==> config.mk <==
export PLATFORM = sky130hd
export DESIGN_NAME = alu_pipe
export DESIGN_NICKNAME = d
export VERILOG_FILES = /design/src/rtl/alu_pipe.sv
export SDC_FILE = /design/constraint.sdc
export NUM_CORES = 1
export LEC_CHECK = 0
export BUFFER_PORTS_ARGS = -buffer_cell sky130_fd_sc_hd__buf_2
export CELL_PAD_IN_SITES_DETAIL_PLACEMENT = 1
export CELL_PAD_IN_SITES_GLOBAL_PLACEMENT = 1
export CORE_MARGIN = 3
export CORE_UTILIZATION = 42
export DETAILED_ROUTE_END_ITERATION = 8
export PLACE_DENSITY_LB_ADDON = 0.12
export SLEW_MARGIN = 20
export SYNTH_ARGS = -nofsm -noshare
export SYNTH_HDL_FRONTEND = slang
export SYNTH_SLANG_ARGS = --single-unit
==> constraint.sdc <==
create_clock -name clk -period 5.71 [get_ports clk]
set_input_delay 1.713 -clock clk [delete_from_list [all_inputs] [get_ports clk]]
set_output_delay 1.713 -clock clk [all_outputs]
set_load 0.01 [all_outputs]
==> src/rtl/alu_pipe.sv <==
// alu_pipe: single-issue ALU with valid/ready handshakes on both sides.
// Most opcodes finish in one cycle. Divide runs a bit-serial restoring
// divider for WIDTH cycles. The result is held while the consumer stalls.
module alu_pipe #(
  parameter int WIDTH = 8
) (
  input  logic             clk,
  input  logic             rst,
  input  logic             in_valid,
  output logic             in_ready,
  input  logic [WIDTH-1:0] A,
  input  logic [WIDTH-1:0] B,
  input  logic [3:0]       ALU_Sel,
  output logic             out_valid,
  input  logic             out_ready,
  output logic [WIDTH-1:0] ALU_Out,
  output logic             CarryOut,
  output logic             Zero,
  output logic             Div_Err
);

  localparam int CNT_W = $clog2(WIDTH);
  localparam logic [CNT_W-1:0] CNT_LAST = CNT_W'(WIDTH - 1);
  localparam logic [CNT_W-1:0] CNT_ONE  = {{(CNT_W-1){1'b0}}, 1'b1};

  typedef enum logic [1:0] {
    ST_IDLE = 2'd0,
    ST_DIV  = 2'd1,
    ST_OUT  = 2'd2
  } state_t;

  state_t             state_r;
  logic [CNT_W-1:0]   cnt_r;
  logic [WIDTH-1:0]   quo_r;
  logic [WIDTH-1:0]   rem_r;
  logic [WIDTH-1:0]   div_b_r;
  logic [WIDTH-1:0]   alu_out_r;
  logic               carry_r;
  logic               zero_r;
  logic               div_err_r;
  logic               out_valid_r;

  logic               accept_s;
  logic               is_div_s;
  logic               b_zero_s;
  logic [WIDTH:0]     sum_s;
  logic [2*WIDTH-1:0] prod_s;
  logic [WIDTH-1:0]   res_s;
  logic               carry_s;
  logic               derr_s;
  logic [WIDTH:0]     rem_shift_s;
  logic [WIDTH:0]     rem_sub_s;
  logic [WIDTH-1:0]   rem_nxt_s;
  logic [WIDTH-1:0]   quo_nxt_s;

  // A stalled result blocks new work; a consumed one frees the slot in the same cycle.
  assign in_ready  = (state_r == ST_IDLE) || ((state_r == ST_OUT) && out_ready);
  assign accept_s  = in_valid && in_ready;
  assign is_div_s  = (ALU_Sel == 4'b0011);
  assign b_zero_s  = (B == {WIDTH{1'b0}});
  assign sum_s     = {1'b0, A} + {1'b0, B};
  assign prod_s    = {{WIDTH{1'b0}}, A} * {{WIDTH{1'b0}}, B};

  assign out_valid = out_valid_r;
  assign ALU_Out   = alu_out_r;
  assign CarryOut  = carry_r;
  assign Zero      = zero_r;
  assign Div_Err   = div_err_r;

  // Single-cycle result. The div entry is only used for the divide-by-zero case.
  always_comb begin
    res_s   = {WIDTH{1'b0}};
    carry_s = 1'b0;
    derr_s  = 1'b0;
    case (ALU_Sel)
      4'b0000: begin res_s = sum_s[WIDTH-1:0]; carry_s = sum_s[WIDTH]; end
      4'b0001: begin res_s = A - B; carry_s = (A < B); end
      4'b0010: begin res_s = prod_s[WIDTH-1:0]; carry_s = |prod_s[2*WIDTH-1:WIDTH]; end
      4'b0011: begin res_s = {WIDTH{1'b1}}; derr_s = 1'b1; end
      4'b0100: begin res_s = {A[WIDTH-2:0], 1'b0}; carry_s = A[WIDTH-1]; end
      4'b0101: begin res_s = {1'b0, A[WIDTH-1:1]}; carry_s = A[0]; end
      4'b0110: res_s = {A[WIDTH-2:0], A[WIDTH-1]};
      4'b0111: res_s = {A[0], A[WIDTH-1:1]};
      4'b1000: res_s = A & B;
      4'b1001: res_s = A | B;
      4'b1010: res_s = A ^ B;
      4'b1011: res_s = ~(A | B);
      4'b1100: res_s = ~(A & B);
      4'b1101: res_s = ~(A ^ B);
      4'b1110: res_s = {{(WIDTH-1){1'b0}}, (A > B)};
      4'b1111: res_s = {{(WIDTH-1){1'b0}}, (A == B)};
      default: res_s = {WIDTH{1'b0}};
    endcase
  end

  // One restoring-division step. The remainder stays below the divisor, so a
  // set top bit after the trial subtract means the divisor did not fit.
  always_comb begin
    rem_shift_s = {rem_r, quo_r[WIDTH-1]};
    rem_sub_s   = rem_shift_s - {1'b0, div_b_r};
    if (rem_sub_s[WIDTH]) begin
      rem_nxt_s = rem_shift_s[WIDTH-1:0];
      quo_nxt_s = {quo_r[WIDTH-2:0], 1'b0};
    end else begin
      rem_nxt_s = rem_sub_s[WIDTH-1:0];
      quo_nxt_s = {quo_r[WIDTH-2:0], 1'b1};
    end
  end

  // Control FSM with the divider datapath and the registered result outputs.
  always_ff @(posedge clk) begin
    if (rst) begin
      state_r     <= ST_IDLE;
      cnt_r       <= {CNT_W{1'b0}};
      quo_r       <= {WIDTH{1'b0}};
      rem_r       <= {WIDTH{1'b0}};
      div_b_r     <= {WIDTH{1'b0}};
      alu_out_r   <= {WIDTH{1'b0}};
      carry_r     <= 1'b0;
      zero_r      <= 1'b0;
      div_err_r   <= 1'b0;
      out_valid_r <= 1'b0;
    end else begin
      case (state_r)
        ST_IDLE, ST_OUT: begin
          if (accept_s) begin
            if (is_div_s && !b_zero_s) begin
              state_r     <= ST_DIV;
              out_valid_r <= 1'b0;
              quo_r       <= A;
              rem_r       <= {WIDTH{1'b0}};
              div_b_r     <= B;
              cnt_r       <= {CNT_W{1'b0}};
            end else begin
              state_r     <= ST_OUT;
              out_valid_r <= 1'b1;
              alu_out_r   <= res_s;
              carry_r     <= carry_s;
              zero_r      <= (res_s == {WIDTH{1'b0}});
              div_err_r   <= derr_s;
            end
          end else if ((state_r == ST_OUT) && out_ready) begin
            state_r     <= ST_IDLE;
            out_valid_r <= 1'b0;
          end else begin
            state_r     <= state_r;
          end
        end
        ST_DIV: begin
          rem_r <= rem_nxt_s;
          quo_r <= quo_nxt_s;
          if (cnt_r == CNT_LAST) begin
            state_r     <= ST_OUT;
            out_valid_r <= 1'b1;
            alu_out_r   <= quo_nxt_s;
            carry_r     <= 1'b0;
            zero_r      <= (quo_nxt_s == {WIDTH{1'b0}});
            div_err_r   <= 1'b0;
            cnt_r       <= {CNT_W{1'b0}};
          end else begin
            cnt_r <= cnt_r + CNT_ONE;
          end
        end
        default: begin
          state_r     <= ST_IDLE;
          out_valid_r <= 1'b0;
        end
      endcase
    end
  end

endmodule

==> summary.md, run 1 <==
| Metric | Value |
|---|---|
| Cell count after synthesis | 783 |
| Hold EP | ALU_Out[2] |
| Area grow syn2layout | 20.71% |
| DR vias/cell | a little under 6 |
| Multi-input gate area | 4656 sq um |
| Initial DRC Count | 453 |
| Critical-path maximum fanout | 6 |
| CP Data Arrival Time | 5720 ps |
| Sw Share | 0.4224 |
| TritonCTS clock tree | yes |
| WL/cell | ~21 um |
| Chip width | approximately 120 um |
| Int Pwr | between 0.0009 and 0.001 W |
| Die ar. | roughly 15,000 sq um |
| Tot GR Track Use | 0.2763 |
| CP required | 5870 ps |
| Drc violations | 0 |
| Relative slew slack | 0.2599 |
| Total Power | roughly 0.0017 W |
| Critical path origin | A[4] |
| Worst Tran Pin Value | roughly 1100 ps |
| FF/Latch Area | about 800 sq um |
| Main synth FF type | dfxtp_1 |
| Setup Crit Path Kind | in -> reg |
| Via Count | approximately 6,000 |
| Longest Clk Path Bufs | 2 |
| Syn_area_per_cell | around 7.5 sq um |
| Post-synthesis sequential area ratio | 0.1361 |
| Top cell type's share of synthesized area | 0.1488 |
| Vias in the first global route | 6,589 |
| Root cell of the clock tree | clkbuf_16 |
| Antenna diodes | 0 |
| Antenna violations before repair | 0 |
| Dpl hpwl | between 15,000 and 20,000 um |
| Number of flops mapped to enable cells by yosys | 0 |
| Inserted Clock Buffers | 5 |
| Synth top area cells | ha_1 15%, dfxtp_1 14%, fa_1 13% |
| Slew Viols, Final | 0 |
| Hold bufs inserted after CTS | 0 |
| Post-Syn Nets | between 900 and 1,000 |
| Tcrit/Tclk final | 0.9735 |
| FF-to-FF path depth | 11 |
| Post-route ant nets | 0 |
| Clock share of power | 0.190 |
| GRT overflow | 0 |
| DRT Pass-1 Iters | 5 |
| PortBufs | 36 |
| Startpoint types | input pin |
| Placed Instances | around 1,000 |
| Unrepaired setup endpoints after global routing | true |
| Htree depth | 2 |
| Flops & latches, synth | 40 |
| Synth warn | 0 |
| First-pass GRT wire length | ~35,000 um |
| Final setup fails | 0 |
| Achievable frequency | 0.1799 GHz |
| Final min period | 5559 ps |
| Synth unique cells | 81 |
| Reg2reg setup slack | around 2700 ps |
| Worst hold stages | 2 |
| Layout Skew | 6.795 ps |
| Pwr per Cell Area | 242.8 nW/um^2 |
| Clock latency on the worst-skew pair | slightly below 300 ps |
| Logic pwr share | 0.640 |
| IO Count | 37 |
| Filler cells | roughly 1,700 |
| Reg power frac | 0.170 |
| Area leader, netlist | ha_1 |
| GPL Wtd Cong | approximately 0.97 |
| Hold WC Path Type | reg -> reg |
| RR Startpoint | quo_r[7] |
| Peak VDD IR | 0.2630 mV |
| Non-Filler Instances | ~1,100 |
| Fin. Hold Viols | 0 |
| Clk slew on worst S/H paths | ~60 ps |
| Setup crit end kind | flip-flop |
| Syn Std Cell Area | 5886 sq um |
| Async SR Flop Fraction | 0 |
| Sink Count | 40 |
| Row cnt | 42 |
| Share of cells above drive strength 1 | 0.2030 |
| Status | finished, final reports clean |
| Hold Path Origin | ALU_Out[2] |
| Core ar. | between 10,000 and 15,000 sq um |
| Crit Reg-Reg Endpoint | rem_r[0] |
| Wirelength, routed | ~22,000 um |
| Die Y | 124.4 um |
| Nets@finish | around 1,000 |
| Leak | roughly 3.3 nW |
| Initial Util | 0.4375 |
| Max Cap Violations | 0 |
| Psw | 0.0007287 W |
| Largest net degree at the start of global routing | 36 |
[cell usage after synthesis, drive strengths merged, types with 10 or more instances]
cell type and n:
nand2 71, clkbuf 20, inv 94, nor2 108, nand3 20, o21ai 38, dfxtp 40, a21oi 52
fa 39, buf 17, nand2b 13, a211oi 15, mux2i 14, nor2b 12, ha 70, nor4 10
[worst max path at each step]
stage	cells past startpoint	slack, ps	to
2_1_floorplan	16	60	CarryOut
3_3_place_gp	17	-270	CarryOut
3_5_place_dp	17	-390	CarryOut
4_1_cts	20	-8	CarryOut
5_1_grt	17	-20	CarryOut
6_report	16	150	CarryOut
[logic make-up (layout without fill, tap and decap cells)]
logic type      count (synthesis)  in the layout  synth area share
simple gates                  272            272            0.2151
mux                            16             16           0.02764
flops                          40             40            0.1361
fa+ha+maj                     109            109            0.2815
compound gates                196            196            0.2234
buf+inv                       137            231           0.09566
xor+xnor                       13             13           0.02062
[layout make-up]
cell class	count	area share
multi-input cells	606	0.6553
repair buffers	123	0.1224
flip-flops and latches	40	0.1127
inverters	100	0.05495
well taps	176	0.03100
clock buffers	5	0.01761
clock inverters	3	0.005988
[critical path: stages]
cell      delay (ps)
buf_2            180
buf_6            170
nand2_1           90
fa_1             490
fa_2             530
fa_1             560
inv_1             60
fa_1             480
ha_1             250
or3_1            370
o22ai_2          180
o21ai_0          120
nand4b_1         110
o211ai_1         100
nor4_2           230
o21ai_1           90
[metal layers]
metal	wire, um	track usage	vias up
li1	-	-	2898
met1	9296	0.3483	3040
met2	10600	0.4752	169
met3	1107	0.03902	47
met4	757	0.1090	0
met5	0	0	-
[layout by cell type, fill, tap and decap left out, types with 6 or more instances in the layout]
master	n
a211oi_1	13
nand3_1	20
nor2b_1	12
nor4_1	7
nand2_1	70
buf_2	31
nor3_1	7
xnor2_1	8
nand2b_1	13
inv_1	87
nor2_1	105
fa_1	37
dfxtp_1	40
a21oi_1	49
mux2i_1	14
o22ai_1	7
o21ai_0	33
a31oi_1	9
clkinv_1	6
buf_4	85
a21o_1	7
ha_1	63
[power by group through the flow]
| stage | Combinational [W] | Clock [W] | Sequential (W) |
|---|---|---|---|
| 2_1_floorplan | 0.000619 | 0 | 0.000302 |
| 3_5_place_dp | 0.000994 | 0 | 0.000300 |
| 6_report | 0.00110 | 0.000327 | 0.000294 |
| 3_3_place_gp | 0.000960 | 0 | 0.000299 |
| 5_1_grt | 0.00122 | 0.000346 | 0.000295 |
| 4_1_cts | 0.00102 | 0.000334 | 0.000294 |
[what timing repair did]
item / CTS / global route
pin swaps: 0 / 12
setup endpoints to repair: 2 / 6
resized for setup: 10 / 35
setup buffers: 1 / 6
[metrics by stage]
stage          cell area (sq um)  setup TNS, ps    util  setup WS (ps)  hold slack (ps)
5_1_grt                     7104         -18.67  0.5281         -18.67            467.9
3_3_place_gp                6711         -835.9  0.4989         -269.0            435.8
3_5_place_dp                6711          -1461  0.4989         -394.6            443.4
2_1_floorplan               5886              0       -          55.19            451.6
6_report                    7104              0  0.5281          151.3            453.3
4_1_cts                     6928         -8.385  0.5150         -8.385            452.7
[sequential cells by signal (all words and copies together) (netlist names)]
name and count:
CarryOut 1, state_r 2, Div_Err 1, div_b_r 8
rem_r 8, cnt_r 3, Zero 1, ALU_Out 8
quo_r 8
Power figures use the tool's default switching activity.
==> run 2: changes to the inputs <==
--- a/config.mk
+++ b/config.mk
@@ -9,7 +9,7 @@
 export CELL_PAD_IN_SITES_DETAIL_PLACEMENT = 1
 export CELL_PAD_IN_SITES_GLOBAL_PLACEMENT = 1
 export CORE_MARGIN = 3
-export CORE_UTILIZATION = 42
+export CORE_UTILIZATION = 47
 export DETAILED_ROUTE_END_ITERATION = 8
 export PLACE_DENSITY_LB_ADDON = 0.12
 export SLEW_MARGIN = 20
==> constraint.sdc (replaced) <==
create_clock -name clk -period 6.1 [get_ports clk]
set_input_delay 1.83 -clock clk [delete_from_list [all_inputs] [get_ports clk]]
set_output_delay 1.83 -clock clk [all_outputs]
set_load 0.01 [all_outputs]
==> summary.md, run 2 (same netlist as run 1, synthesis figures left out) <==
| Metric | Value |
|---|---|
| Slew Viols, Final | 0 |
| Reg2reg setup slack | ~3100 ps |
| Initial DRC Count | 445 |
| Most frequent cells in the layout | 108 x nor2_1, 94 x inv_1, 71 x nand2_1 |
| Dpl hpwl | ~17,000 um |
| Setup Crit Path Kind | in -> reg |
| Vias in the first global route | around 6,400 |
| GPL Wtd Cong | 0.9509 |
| FF-to-FF path depth | 11 |
| First-pass GRT wire length | roughly 34,000 um |
| Initial Util | 0.4860 |
| TritonCTS clock tree | yes |
| Htree depth | 2 |
| CP required | approximately 6300 ps |
| PortBufs | 36 |
| Tot GR Track Use | 0.3086 |
| Clk slew on worst S/H paths | 70 ps |
| Total negative slack | 0 ps |
| Non-Filler Instances | between 1,000 and 1,500 |
| Longest Clk Path Bufs | 2 |
| Status | finished, final reports clean |
| Core ar. | approximately 12,000 sq um |
| Wirelength, routed | 21,390 um |
| Worst Tran Pin Value | between 1000 and 1500 ps |
| Unrepaired setup endpoints after global routing | true |
| Clock latency on the worst-skew pair | 290 ps |
| Hold EP | ALU_Out[2] |
| Die ar. | between 10,000 and 15,000 sq um |
| Root cell of the clock tree | clkbuf_16 |
| Pre-CTS setup slack | -459.7 ps |
| IO Count | 37 |
| Achievable frequency | roughly 0.17 GHz |
| Worst hold stages | 2 |
| Total Power | 0.001490 W |
| Hold WC Path Type | reg -> reg |
| Peak VDD IR | ~0.19 mV |
| Max Cap Violations | 0 |
| Hold Path Origin | ALU_Out[2] |
| Via Count | roughly 6,000 |
| Layout Skew | roughly 3.6 ps |
| RR Startpoint | quo_r[7] |
| Inserted Clock Buffers | 5 |
| Sink Count | 40 |
| Setup crit end kind | flip-flop |
| Relative slew slack | 0.2516 |
| WL/cell | between 20 and 25 um |
| GRT overflow | 0 |
| Share of cells above drive strength 1 | 0.1374 |
| Nets@finish | 969 |
| Post-route ant nets | 0 |
| Die Y | ~120 um |
| Largest net degree at the start of global routing | 38 |
| Placed Instances | about 1,000 |
| Row cnt | 40 |
| Final min period | between 5000 and 6000 ps |
| Drc violations | 0 |
| Critical-path maximum fanout | 8 |
| Startpoint types | input pin |
| Most common cell after layout, fill and taps aside | nor2_1 |
| Leak | about 3.1 nW |
| Antenna violations before repair | 0 |
| Final setup fails | 0 |
| Antenna diodes | 0 |
| Crit Reg-Reg Endpoint | rem_r[0] |
| Pwr per Cell Area | 223.7 nW/um^2 |
| DR vias/cell | about 6.1 |
| Setup slack after layout | 198.1 ps |
| CP Data Arrival Time | 6060 ps |
| Area grow syn2layout | 13.20% |
| Chip width | between 100 and 150 um |
| Tcrit/Tclk final | 0.9675 |
| DRT Pass-1 Iters | 5 |
| Fin. Hold Viols | 0 |
==> run 2: cell count changes in the layout (fill, tap and decap cells not counted), moves of 5 or more <==
cell and change:
buf_4 -38, ha_1 +7, inv_1 +7, buf_2 +5
==> run 2: worst max-delay path by stage <==
stage,from,to,cells after the start
final,B[0],CarryOut,18
after CTS,A[0],CarryOut,16
after global placement,B[0],CarryOut,18
after floorplan,A[2],CarryOut,16
after global routing,B[3],CarryOut,18
after detailed placement,B[0],CarryOut,18
==> run 2: stage by stage <==
step | hold WS (ps) | util | instance area [sq um]
2_1_floorplan | 451.6 | - | 5886
3_3_place_gp | 437.4 | 0.5318 | 6441
3_5_place_dp | 447.0 | 0.5318 | 6441
4_1_cts | 455.7 | 0.5461 | 6614
5_1_grt | 475.3 | 0.5501 | 6663
6_report | 453.8 | 0.5501 | 6663
==> run 2: area by class of cell <==
class	instances	area [sq um]
repair buffers	83	533.0
fillers	1578	5449
inverters	100	376.6
clock inverters	3	46.29
multi-input cells	606	4571
well taps	168	210.2
flip-flops and latches	40	800.8
clock buffers	5	125.1
==> run 2: report_power, final <==
part           internal (W)  leakage (nW)  switching [W]
sequential         0.000270         0.324     0.00000539
clock              0.000195        0.0804       0.000124
combinational      0.000365          2.68       0.000532
==> run 2: layer usage <==
metal | up-vias | share of wire | wire [um] | GRT usage
met1 | 3022 | 0.42 | 8990 | 0.3997
li1 | 2817 | - | - | -
met5 | - | 0 | 0 | 0
met3 | 60 | 0.054 | 1160 | 0.03748
met4 | 0 | 0.044 | 933 | 0.1377
met2 | 195 | 0.48 | 10310 | 0.5160
==> run 2: critical path: stages <==
cell and delay [ps]:
buf_2 130, clkinv_2 230, buf_4 230, nor2_1 250, fa_1 480, inv_1 80
fa_1 440, fa_1 550, inv_1 50, ha_1 340, nand3_1 140, o22ai_4 200
nor2_1 60, mux2_2 280, nor4_2 190, nand3_1 130, nor4_2 300, o21ai_0 130
==> run 2: timing repair <==
| action | 4_1_cts | 5_1_grt |
|---|---|---|
| pin swaps | 0 | 1 |
| endpoints found under the setup margin | 1 | 2 |
| gates resized for setup | 1 | 7 |
| hold buffers | 0 | 0 |
| setup buffers | 0 | 0 |
==> run 3: changes to the inputs <==
--- a/config.mk
+++ b/config.mk
@@ -8,8 +8,8 @@
 export BUFFER_PORTS_ARGS = -buffer_cell sky130_fd_sc_hd__buf_2
 export CELL_PAD_IN_SITES_DETAIL_PLACEMENT = 1
 export CELL_PAD_IN_SITES_GLOBAL_PLACEMENT = 1
-export CORE_MARGIN = 3
-export CORE_UTILIZATION = 47
+export CORE_UTILIZATION = 48
+export CTS_BUF_LIST = sky130_fd_sc_hd__clkbuf_8
 export DETAILED_ROUTE_END_ITERATION = 8
 export PLACE_DENSITY_LB_ADDON = 0.12
 export SLEW_MARGIN = 20
==> constraint.sdc (replaced) <==
create_clock -name clk -period 6.1 [get_ports clk]
set_input_delay 0.915 -clock clk [delete_from_list [all_inputs] [get_ports clk]]
set_output_delay 0.915 -clock clk [all_outputs]
set_load 0.01 [all_outputs]
==> summary.md, run 3 (same netlist as run 1, synthesis figures left out) <==
| Metric | Value |
|---|---|
| CP required | between 6000 and 7000 ps |
| Vias in the first global route | approximately 6,200 |
| Total negative slack | 0 ps |
| WL/cell | approximately 22 um |
| Row cnt | 40 |
| Filler cells | between 1,500 and 2,000 |
| Leak | ~2.8 nW |
| End-of-flow core utilization | 0.5174 |
| PortBufs | 36 |
| Critical path origin | A[3] |
| Pre-CTS setup slack | between 200 and 250 ps |
| Most frequent cells in the layout | 108 x nor2_1, 94 x inv_1, 71 x nand2_1 |
| Chip width | 112.7 um |
| Startpoint types | input pin |
| Non-Filler Instances | around 940 |
| Achievable frequency | approximately 0.18 GHz |
| GRT overflow | 0 |
| Nets@finish | between 900 and 1,000 |
| RR Startpoint | quo_r[7] |
| Critical-path maximum fanout | 9 |
| Antenna diodes | 0 |
| Relative slew slack | 0.2421 |
| Die Y | ~110 um |
| Post-CTS Setup Bufs | 0 |
| DRT Pass-1 Iters | 4 |
| Via Count | a little under 6,000 |
| Status | finished, final reports clean |
| Drc violations | 0 |
| Worst Tran Pin Value | between 1000 and 1500 ps |
| Hold bufs inserted after CTS | 0 |
| Peak VDD IR | 0.2160 mV |
| Slew Viols, Final | 0 |
| Hold WC Path Type | reg -> reg |
| Largest net degree at the start of global routing | between 50 and 60 |
| Longest Clk Path Bufs | 2 |
| Sink Count | 40 |
| Core ar. | around 12,000 sq um |
| Initial DRC Count | between 300 and 400 |
| Share of cells above drive strength 1 | 0.08176 |
| CP Data Arrival Time | ~5800 ps |
| Most common cell after layout, fill and taps aside | nor2_1 |
| Unrepaired setup endpoints after global routing | false |
| CTS resizes | 0 |
| Inserted Clock Buffers | 5 |
| Final Hold Slack | 481.0 ps |
| Wirelength, routed | roughly 20,000 um |
| GPL Wtd Cong | between 0.8 and 0.9 |
| Dpl hpwl | ~16,000 um |
| Setup slack after layout | 469.9 ps |
| Antenna violations before repair | 0 |
| Setup Crit Path Kind | in -> reg |
| Clock latency on the worst-skew pair | just over 300 ps |
| TritonCTS clock tree | yes |
| Area grow syn2layout | 5.145% |
| Hold Path Origin | ALU_Out[0] |
| Post-route ant nets | 0 |
| Fin. Hold Viols | 0 |
| Tot GR Track Use | 0.3376 |
| First-pass GRT wire length | about 33,000 um |
| Setup crit end kind | flip-flop |
| Final setup fails | 0 |
| Final min period | 5630 ps |
| Tcrit/Tclk final | 0.9230 |
| Max Cap Violations | 0 |
| Die ar. | roughly 13,000 sq um |
| DR vias/cell | ~6.2 |
| IO Count | 37 |
| Placed Instances | 935 |
| Root cell of the clock tree | clkbuf_8 |
| Pwr per Cell Area | 203.1 nW/um^2 |
| Initial Util | 0.4921 |
| Layout Skew | ~8.1 ps |
| Clk slew on worst S/H paths | 80 ps |
| Htree depth | 2 |
run 3: cell types whose count changed in the layout (fill, tap and decap cells not counted), sizes merged:
cell	previous run	this run
buf	83	42
bufinv	1	0
inv	95	94
clkinv	6	7
run 3: critical path, stage by stage:
cell and delay [ps]:
buf_2 190, ha_1 240, inv_1 100, fa_1 540, inv_1 50, ha_1 270, inv_1 60, fa_1 510
fa_1 560, inv_1 40, ha_1 350, o21ai_0 210, nor2_1 100, o31ai_1 380, a21oi_1 180, a31oi_1 230
xnor2_1 90, nor4_1 600, o21ai_0 180
run 3: path summary, 6_finish.rpt:
kind	endpoint	slack, ps	cells after the start
max	CarryOut	470	19
min	ALU_Out[0]	480	2
max reg2reg	rem_r[1]	3000	11
min reg2reg	ALU_Out[0]	480	2
run 3: metal layers:
metal,global-route usage,vias up,part of all wire
li1,-,2734,-
met1,0.4442,2909,0.45
met2,0.5630,157,0.47
met3,0.04017,55,0.042
met4,0.1396,0,0.041
met5,0,-,0
run 3: final cells by class:
cell class | instances | area (sq um) | area share
Clock buffer | 5 | 68.82 | 0.01112
Clock inverter | 2 | 12.51 | 0.002022
Inverter | 100 | 375.4 | 0.06066
Multi-Input combinational cell | 606 | 4522 | 0.7307
Sequential cell | 40 | 800.8 | 0.1294
Tap cell | 147 | 183.9 | 0.02972
Timing Repair Buffer | 42 | 225.2 | 0.03639
run 3: power breakdown:
part,leakage [nW],internal (W),total [W],switching [W]
Sequential,0.324,0.000269,0.000275,0.00000538
Clock,0.0400,0.0000775,0.000176,0.0000982
Combinational,2.47,0.000311,0.000807,0.000495
Total,2.84,0.000658,0.00126,0.000599
run 3: through the flow:
| stage | total power, W | instance area (sq um) |
|---|---|---|
| after global placement | 0.001039 | 6107 |
| final | 0.001257 | 6188 |
| after floorplan | 0.0008621 | 5886 |
| after detailed placement | 0.001078 | 6107 |
| after CTS | 0.001257 | 6188 |
| after global routing | 0.001376 | 6188 |
